**config.mk**
```make
export PLATFORM = sky130hd
export DESIGN_NAME = serdes_clk_gen_flat
export DESIGN_NICKNAME = d
export VERILOG_FILES = /design/src/rtl/serdes_clk_gen_if.sv /design/src/rtl/serdes_clk_gen.sv /design/src/flat_wrapper.sv
export SDC_FILE = /design/constraint.sdc
export NUM_CORES = 1
export LEC_CHECK = 0
export BUFFER_PORTS_ARGS = -buffer_cell sky130_fd_sc_hd__buf_4
export CORE_MARGIN = 4
export CORE_UTILIZATION = 55
export CTS_CLUSTER_SIZE = 10
export DETAILED_ROUTE_END_ITERATION = 16
export PLACE_DENSITY = 0.76
export SETUP_SLACK_MARGIN = 0.05
export SKIP_LAST_GASP = 1
export SYNTH_ARGS = -nofsm -noshare
export SYNTH_HDL_FRONTEND = slang
export SYNTH_SLANG_ARGS = --single-unit
```
**constraint.sdc**
```tcl
create_clock -name clkin -period 5.4 [get_ports clkin]
set_clock_uncertainty 0.2 [all_clocks]
set_input_delay 1.08 -clock clkin [delete_from_list [all_inputs] [get_ports clkin]]
set_output_delay 1.08 -clock clkin [all_outputs]
set_load 0.01 [all_outputs]
```
**src/rtl/serdes_clk_gen_if.sv**
```systemverilog
// Control and timing-output bundle of the serializer word/bit timing generator.
interface serdes_clk_gen_if #(
  parameter int unsigned DIV_W = 4
);
  logic             en;
  logic             resync;
  logic [DIV_W-1:0] div;
  logic             byte_clk;
  logic             load;
  logic             word_st;
  logic             ddr_clk;
  logic [DIV_W-1:0] bit_idx;
  logic             locked;
  logic             div_err;

  modport master (
    output en, resync, div,
    input  byte_clk, load, word_st, ddr_clk, bit_idx, locked, div_err
  );

  modport slave (
    input  en, resync, div,
    output byte_clk, load, word_st, ddr_clk, bit_idx, locked, div_err
  );
endinterface

```
**src/rtl/serdes_clk_gen.sv**
```systemverilog
// Word/bit timing generator on the bit clock: word clock, LOAD/word-start strobes,
// DDR clock, slot index, lock status and divide-ratio error, all registered.
module serdes_clk_gen #(
  parameter int unsigned DIV_W      = 4,
  parameter int unsigned LOCK_WORDS = 4
) (
  input  logic              clkin,
  input  logic              resetn,
  serdes_clk_gen_if.slave   bus
);

  localparam int unsigned      WC_W    = $clog2(LOCK_WORDS + 1);
  localparam logic [DIV_W-1:0] DIV_MIN = DIV_W'(2);
  localparam logic [WC_W-1:0]  WC_MAX  = WC_W'(LOCK_WORDS);

  typedef enum logic [1:0] {IDLE, SYNC, RUN} state_t;

  state_t           state_q, state_d;
  logic             en_q;
  logic [DIV_W-1:0] div_q, div_d;
  logic [DIV_W-1:0] cnt_q, cnt_d;
  logic [WC_W-1:0]  wcnt_q, wcnt_d;
  logic             div_err_q, div_err_d;
  logic             byte_clk_q, byte_clk_d;
  logic             load_q, load_d;
  logic             word_st_q, word_st_d;
  logic             ddr_q, ddr_d;
  logic             locked_q, locked_d;
  logic             div_legal_c;
  logic             last_c;
  logic [DIV_W:0]   half_c;

  // State, counters and registered outputs
  always_ff @(posedge clkin) begin
    if (!resetn) begin
      state_q    <= IDLE;
      en_q       <= 1'b0;
      div_q      <= DIV_MIN;
      cnt_q      <= '0;
      wcnt_q     <= '0;
      div_err_q  <= 1'b0;
      byte_clk_q <= 1'b0;
      load_q     <= 1'b0;
      word_st_q  <= 1'b0;
      ddr_q      <= 1'b0;
      locked_q   <= 1'b0;
    end else begin
      state_q    <= state_d;
      en_q       <= bus.en;
      div_q      <= div_d;
      cnt_q      <= cnt_d;
      wcnt_q     <= wcnt_d;
      div_err_q  <= div_err_d;
      byte_clk_q <= byte_clk_d;
      load_q     <= load_d;
      word_st_q  <= word_st_d;
      ddr_q      <= ddr_d;
      locked_q   <= locked_d;
    end
  end

  // Next state; outputs are decoded from the next slot so they align with cnt.
  // Start needs EN on two consecutive edges, giving the two-cycle start latency.
  always_comb begin
    state_d     = state_q;
    div_d       = div_q;
    cnt_d       = '0;
    wcnt_d      = wcnt_q;
    div_err_d   = div_err_q;
    byte_clk_d  = 1'b0;
    load_d      = 1'b0;
    word_st_d   = 1'b0;
    ddr_d       = 1'b0;
    locked_d    = 1'b0;
    div_legal_c = (bus.div >= DIV_MIN);
    last_c      = (cnt_q == div_q - DIV_W'(1));

    case (state_q)
      IDLE: begin
        wcnt_d = '0;
        if (bus.en && en_q) state_d = SYNC;
      end
      SYNC: begin
        wcnt_d = '0;
        if (!bus.en) begin
          state_d = IDLE;
        end else if (div_legal_c) begin
          div_d     = bus.div;
          div_err_d = 1'b0;
          state_d   = RUN;
        end else begin
          div_err_d = 1'b1;
          state_d   = IDLE;
        end
      end
      RUN: begin
        if (!bus.en) begin
          state_d = IDLE;
          wcnt_d  = '0;
        end else if (bus.resync) begin
          state_d = SYNC;
          wcnt_d  = '0;
        end else begin
          cnt_d = last_c ? '0 : cnt_q + DIV_W'(1);
          if (last_c) begin
            if (wcnt_q != WC_MAX) wcnt_d = wcnt_q + WC_W'(1);
            if (!div_legal_c) begin
              div_err_d = 1'b1;
            end else begin
              div_err_d = 1'b0;
              if (bus.div != div_q) begin
                div_d  = bus.div;
                wcnt_d = '0;
              end
            end
          end
        end
      end
      default: state_d = IDLE;
    endcase

    half_c = ({1'b0, div_d} + (DIV_W+1)'(1)) >> 1;
    if (state_d == RUN) begin
      byte_clk_d = ({1'b0, cnt_d} < half_c);
      load_d     = (cnt_d == div_d - DIV_W'(1));
      word_st_d  = (cnt_d == '0);
      ddr_d      = (cnt_d != '0) && !ddr_q;
      locked_d   = (wcnt_d == WC_MAX);
    end
  end

  assign bus.byte_clk = byte_clk_q;
  assign bus.load     = load_q;
  assign bus.word_st  = word_st_q;
  assign bus.ddr_clk  = ddr_q;
  assign bus.bit_idx  = cnt_q;
  assign bus.locked   = locked_q;
  assign bus.div_err  = div_err_q;

endmodule

```
**src/flat_wrapper.sv**
```systemverilog
// flat-port wrapper written by rule: the top's interface ports become plain ports
module serdes_clk_gen_flat 
#(
  parameter int unsigned DIV_W      = 4,
  parameter int unsigned LOCK_WORDS = 4
)
  (clkin, resetn, bus_en, bus_resync, bus_div, bus_byte_clk, bus_load, bus_word_st, bus_ddr_clk, bus_bit_idx, bus_locked, bus_div_err);
  serdes_clk_gen_if #(.DIV_W(DIV_W)) bus_i ();
  input  logic clkin;
  input  logic resetn;
  input wire logic [$bits(bus_i.en)-1:0] bus_en;
  input wire logic [$bits(bus_i.resync)-1:0] bus_resync;
  input wire logic [$bits(bus_i.div)-1:0] bus_div;
  output wire logic [$bits(bus_i.byte_clk)-1:0] bus_byte_clk;
  output wire logic [$bits(bus_i.load)-1:0] bus_load;
  output wire logic [$bits(bus_i.word_st)-1:0] bus_word_st;
  output wire logic [$bits(bus_i.ddr_clk)-1:0] bus_ddr_clk;
  output wire logic [$bits(bus_i.bit_idx)-1:0] bus_bit_idx;
  output wire logic [$bits(bus_i.locked)-1:0] bus_locked;
  output wire logic [$bits(bus_i.div_err)-1:0] bus_div_err;
  assign bus_i.en = bus_en;
  assign bus_i.resync = bus_resync;
  assign bus_i.div = bus_div;
  assign bus_byte_clk = bus_i.byte_clk;
  assign bus_load = bus_i.load;
  assign bus_word_st = bus_i.word_st;
  assign bus_ddr_clk = bus_i.ddr_clk;
  assign bus_bit_idx = bus_i.bit_idx;
  assign bus_locked = bus_i.locked;
  assign bus_div_err = bus_i.div_err;
  serdes_clk_gen #(.DIV_W(DIV_W), .LOCK_WORDS(LOCK_WORDS)) u_core (.clkin(clkin), .resetn(resetn), .bus(bus_i));
endmodule
```
# Word-level counts from Yosys, hierarchy flattened

Index checks and enable logic that the tools add are counted.

Flip-flop bits (word level): 20
RAM bits: 0
Output and inout port bits: 10
Memories kept: 0
Bits in latches: 0
Word-level logic and storage cells: 71
Memory bits (read-only): 0
Input bits: 8

Order comparisons: 2
Bitwise gates (word level): 0
Equality and inequality tests: 12
Add/sub/neg operators: 5
Muxes and demuxes: 31
Shift operators: 0
Divide/modulo/power cells: 0
Multipliers: 0
Reductions and logical operators: 10

Operators by type and width:

| cell                  | count |
|---|---|
| $mux W4               | 11 |
| $mux W3               | 6 |
| $mux W2               | 5 |
| $eq A4 B4 Y1          | 2 |
| $pmux W4 S2           | 1 |
| $sub A4 B1 Y4 const B | 2 |
| $ne A2 B2 Y1 const B  | 3 |
| $pmux W2 S3           | 1 |
| $pmux W3 S2           | 1 |
| $add A4 B1 Y5 const B | 1 |
| $mux W1               | 5 |
| $reduce_and A5 Y1     | 1 |
| $add A4 B1 Y4 const B | 1 |
| $eq A2 B2 Y1 const B  | 2 |
| $ge A4 B2 Y1 const B  | 1 |
| $logic_not A4 Y1      | 1 |
| $lt A4 B4 Y1          | 1 |
| $ne A4 B4 Y1          | 1 |
| $reduce_bool A4 Y1    | 1 |
| $add A3 B1 Y3 const B | 1 |
| $eq A3 B3 Y1 const B  | 1 |
| $ne A3 B3 Y1 const B  | 1 |
| $eq A2 B1 Y1 const B  | 1 |
| $logic_and A1 B1 Y1   | 2 |
| other kinds (7)       | 7 |

# Depth between registers and ports, before layout

Word-level depth: 9
Depth in mapped cells: 14
Depth with buffers taken out: 13

# Least setup slack after synthesis

Ideal clock, no wire load.

Kind: input -> register
Start: input port bus_div[3]
End: register u_core.byte_clk_q, in the netlist u_core.bus.byte_clk
Path buffers: 1
Data required time: 5114 ps
Path slack: 1501 ps
Arrival time: 3613 ps
Library setup time: 86 ps
Stages: 12
Cells stage by stage: clkbuf_1 > o311ai_1 > nand3b_1 > or4b_1 > a22oi_1 > inv_2 > ha_1 > xnor2_1 > ha_1 > a21o_1 > a21o_1 > a211oi_1

Longest elaborated chain between the ends: 9
Elaborated cells between the ends (all ways): 17
Classes of those cells: 1 x add/sub; 2 x order compare; 2 x eq/ne; 11 x mux; 1 x reduce/logical

Ends and longest elaborated chain:

| item                                                 | RTL line              | text |
|---|---|---|
| from (decl)                                          | flat_wrapper.sv:13    | `input wire logic [$bits(bus_i.div)-1:0] bus_div;` |
| branches (longest 6 deep; another with $ge A4 B2 Y1) | --                    |  |
| $pmux W4 S2 (*)                                      | serdes_clk_gen.sv:78  | `case (state_q)` |
| net u_core.div_d[0]                                  | serdes_clk_gen.sv:20  | `logic [DIV_W-1:0] div_q, div_d;` |
| $add A4 B1 Y5 (*)                                    | serdes_clk_gen.sv:122 | `half_c = ({1'b0, div_d} + (DIV_W+1)'(1)) >> 1;` |
| $lt A4 B4 Y1 (*)                                     | serdes_clk_gen.sv:124 | `byte_clk_d = ({1'b0, cnt_d} < half_c);` |
| to (signal assigned)                                 | serdes_clk_gen.sv:54  | `byte_clk_q <= byte_clk_d;` |
| to (decl)                                            | serdes_clk_gen.sv:24  | `logic byte_clk_q, byte_clk_d;` |

Mark *: on every way through the listed nets, which the timed path passes.
A chain may end at the register's enable or synchronous reset.

# Worst setup path after layout

Start: register u_core.state_q[0]
End: register u_core.byte_clk_q, in the netlist u_core.bus.byte_clk

Elaborated cells between the ends (all ways): 13
Classes of those cells: 1 x add/sub; 1 x order compare; 3 x eq/ne; 6 x mux; 2 x reduce/logical

RTL lines:

| item                                         | RTL line              | text |
|---|---|---|
| from (decl)                                  | serdes_clk_gen.sv:18  | `state_t state_q, state_d;` |
| from (signal assigned)                       | serdes_clk_gen.sv:48  | `state_q <= state_d;` |
| $eq A2 B2 Y1 or $eq A2 B1 Y1 (tied branches) | serdes_clk_gen.sv:78  |  |
| $pmux W4 S2 (*)                              | serdes_clk_gen.sv:78  |  |
| net u_core.div_d[0]                          | serdes_clk_gen.sv:20  |  |
| $add A4 B1 Y5 (*)                            | serdes_clk_gen.sv:122 |  |
| $lt A4 B4 Y1 (*)                             | serdes_clk_gen.sv:124 |  |

The timed path passes the listed nets; every way through them passes the cells marked *.

==> results.sh <==
export IMPL_cap_viol_max_count=0
export IMPL_worst_hold_startpoint="u_core.bus.ddr_clk$_SDFF_PN0_"
export IMPL_clk_path_buf_depth=2
export IMPL_finalNetCount=218
export IMPL_hold_violations=0
export IMPL_critPathLaunchType="register"
export IMPL_seq_power_share_pct=47.8
export IMPL_cts_hold_buffers_added=0
export IMPL_areaGrowthSynthToFinish_pct=12.1
export IMPL_hold_crit_depth=1
export IMPL_timing_slew_headroom_pct=55.7
export IMPL_synth_edff_count=0
export IMPL_path_class="register to register"
export IMPL_power_switching_share_pct=30.5
export IMPL_pwr_share_comb_pct=25.0
export IMPL_crit_required_ns=5.43
export IMPL_detail_routed_net_length_per_standard_cell_um=16.1
export IMPL_top_level_ports=18
export IMPL_core_area_sq_mm=0.00254
export IMPL_worstSkewPairLatency_ns=0.30
export IMPL_vias=1373
export IMPL_synth_top_cell_area_share_pct=26.6
export IMPL_cts_made_buffers=3
export IMPL_synth_async_reset_ratio_pct=0
export IMPL_netlist_top_cells_count="dfxtp_1, nand2_1, inv_1"
export IMPL_grt_pass1_wl_mm=6.24
export IMPL_fin_hold_ws_ns=0.233
export IMPL_status="complete, no violations"
export IMPL_tightest_slew_ns=0.660
export IMPL_grtUsageTotal_pct=22.8
export IMPL_critical_path_arrival_ns=3.83
export IMPL_worstPathCellList="inv_1, ha_1, o311ai_1, nand3b_1, or4b_1, a22oi_1, inv_2, ha_1, xnor2_1, ha_1, a21o_1, a21o_1, a211oi_1"
export IMPL_timing_reg2reg_setup_slack_ns=1.59
export IMPL_critical_path_max_fanout=9
export IMPL_gpl_final_weighted_congestion=0.900
export IMPL_max_clock_freq_mhz=263
export IMPL_worst_r2r_cell_count=13
export IMPL_postSynthCellCount=180
export IMPL_pwr_density_cell_mw_per_mm2=192
export IMPL_layout_core_utilization_pct=66.4
export IMPL_reg2reg_to="u_core.bus.byte_clk$_SDFF_PN0_"
export IMPL_number_of_clock_sinks=20
export IMPL_tritoncts_clock_tree="yes"
export IMPL_ant_nets=0
export IMPL_tritonroute_pass_1_iters=4
export IMPL_holdPathEnd="u_core.bus.ddr_clk$_SDFF_PN0_"
export IMPL_post_dp_hpwl_mm=2.90
export IMPL_crit_top_cell="ha_1"
export IMPL_power_leakage_nw=0.745
export IMPL_final_cell_count_no_fill=226
export IMPL_power_ir_vdd_worst_mv=0.170
export IMPL_power_net_switching_mw=0.0992
export IMPL_setup_viol_count_final=0
export IMPL_row_count=18
export IMPL_post_cts_resized_instances=0
export IMPL_ys_warnings=0
export IMPL_synth_fp_nets=201
export IMPL_design_area_sq_mm=0.00169
export IMPL_timing_critical_path_slowest_cell_delay_ns=0.47
export IMPL_synthesis_area_per_instance_sq_um=8.38
export IMPL_synthDominantAreaCellType="dfxtp_1"
export IMPL_dieHeight_um=60.4
export IMPL_post_synth_instance_area_sq_mm=0.00151
export IMPL_share_of_layout_cells_above_drive_strength_1_pct=14.8
export IMPL_die_w_um=60.4
export IMPL_floorplan_die_area_sq_mm=0.00364
export IMPL_regToRegStartpoint="u_core.state_q[0]$_SDFF_PN0_"
export IMPL_route_final_wire_length_mm=3.64
export IMPL_synthDistinctLibCells=48
export IMPL_grt_start_max_net_pins=18
export IMPL_initial_core_util_pct=59.2
export IMPL_antenna_cells_inserted=0
export IMPL_final_min_clock_period_ns=3.81
export IMPL_cpMaxStageDelayCell="or4b_1"
export IMPL_grt_pass1_vias=1355
export IMPL_dpl_cell_area_sq_mm=0.00165
export IMPL_holdCritPathClass="register to register"
export IMPL_timing_critical_path_to_type="register"
export IMPL_maximum_level_of_the_cts_h_tree=1
export IMPL_synth_yosys_seq_area_share_pct=26.6
export IMPL_detailedRoute_firstIterationViolations=49
export IMPL_slew_violations=0
export IMPL_grt_remaining_overflow=0
export IMPL_synth_top_cells_by_area="dfxtp_1, ha_1, xor2_1, xnor2_1, nand2_1"
export IMPL_post_route_drc_count=0
export IMPL_setup_tns_final_ns=0
export IMPL_clockRootBuffer="clkbuf_4"
export IMPL_cts_setup_buffers=0
export IMPL_internal_power_mw=0.226
export IMPL_power_share_clock_pct=27.2
export IMPL_synth_seq_cells=20
export IMPL_final_fill_count=216
export IMPL_cell_with_the_most_instances_after_synthesis="dfxtp_1"
export IMPL_worst_setup_hold_path_clk_slew_ns=0.12
export IMPL_viasPerCell=6.08
export IMPL_dominantRegCellSynth="dfxtp_1"
export IMPL_placed_cells=222
export IMPL_unrepaired_setup_endpoints_after_global_routing="no"
export IMPL_place_port_buffers=17
export IMPL_timing_final_crit_share_pct=70.5
export IMPL_number_of_antenna_violations_at_the_first_check_in_global_routing=0
stage by stage:
stage	worst slack [ns]	total power [mW]
global route	1.28	0.347
global placement	1.41	0.237
detailed placement	1.32	0.239
finish	1.59	0.325
floorplan	1.50	0.217
CTS	1.59	0.329
flip-flops by register name (all words and copies together) (netlist names):
name                 cells
u_core.bus.byte_clk      1
u_core.bus.ddr_clk       1
u_core.bus.div_err       1
u_core.wcnt_q            3
u_core.bus.word_st       1
u_core.bus.bit_idx       4
u_core.state_q           2
u_core.div_q             4
u_core.en_q              1
u_core.bus.load          1
u_core.bus.locked        1
cells in the final DEF (no fill, tap or decap), types with 3 or more instances in the layout:
cell type  instances
dfxtp_1           20
nand2_1           17
buf_4             17
inv_1             15
ha_1              13
nor2_1            12
xor2_1             9
xnor2_1            8
nand3_1            8
a21oi_1            6
and2_1             5
nand2b_1           4
nor3b_1            4
o21ai_0            4
a41oi_1            3
nor4_1             3
a211oi_1           3
nor3_1             3
o21ai_1            3
a21o_1             3
clkbuf_4           3
routing by layer:
metal	GRT usage (%)	part of all wire [%]	vias to the layer above
met5	0	0	-
met4	7.59	1.4	0
met3	4.47	6.0	6
met2	36.9	49	34
met1	30.5	44	658
li1	-	-	675
cell families (layout without fill, tap and decap cells):
| logic type | after synthesis | after routing | share of synthesized area (%) |
|---|---|---|---|
| DFF | 20 | 20 | 26.6 |
| adders and majority gates | 13 | 13 | 10.8 |
| xor gates and xnor gates | 19 | 19 | 12.4 |
| and+or+nand+nor | 70 | 70 | 25.6 |
| buffers and inverters | 21 | 37 | 5.23 |
| muxes | 1 | 1 | 0.664 |
| AOI/OAI and AO/OA | 36 | 36 | 18.7 |
power groups by stage:
| stage | logic, mW | registers, mW | clock network (mW) |
|---|---|---|---|
| after floorplan | 0.0593 | 0.158 | 0 |
| after global placement | 0.0782 | 0.158 | 0 |
| after detailed placement | 0.0805 | 0.159 | 0 |
| after CTS | 0.0810 | 0.155 | 0.0923 |
| after global routing | 0.0906 | 0.156 | 0.100 |
| final | 0.0814 | 0.155 | 0.0885 |
layout make-up:
| type | instances | area, sq um | share of cell area [%] |
|---|---|---|---|
| Clock buffer | 4 | 36.3 | 2.15 |
| Timing Repair Buffer | 17 | 128 | 7.55 |
| Inverter | 16 | 60.1 | 3.55 |
| Multi-Input combinational cell | 139 | 1030 | 60.8 |
| Tap cell | 30 | 37.5 | 2.22 |
| Sequential cell | 20 | 400 | 23.7 |
worst max-delay path by stage:
stage	from	end	cells past startpoint
6_report	u_core.state_q[0]$_SDFF_PN0_	u_core.bus.byte_clk$_SDFF_PN0_	13
3_3_place_gp	bus_en	u_core.bus.byte_clk$_SDFF_PN0_	12
5_1_grt	u_core.state_q[0]$_SDFF_PN0_	u_core.bus.byte_clk$_SDFF_PN0_	13
4_1_cts	u_core.state_q[0]$_SDFF_PN0_	u_core.bus.byte_clk$_SDFF_PN0_	13
3_5_place_dp	bus_en	u_core.bus.byte_clk$_SDFF_PN0_	12
2_1_floorplan	bus_div[3]	u_core.bus.byte_clk$_SDFF_PN0_	12
worst max-delay path: cells and delay by family (launching register included):
| kind | cells | cell delay [ns] |
|---|---|---|
| AOI/OAI and AO/OA | 5 | 1.18 |
| xor gates and xnor gates | 1 | 0.14 |
| adders and majority gates | 3 | 0.96 |
| buffers and inverters | 2 | 0.16 |
| DFF | 1 | 0.42 |
| and+or+nand+nor | 2 | 0.67 |
No activity file was read; power rests on OpenSTA's default activity.
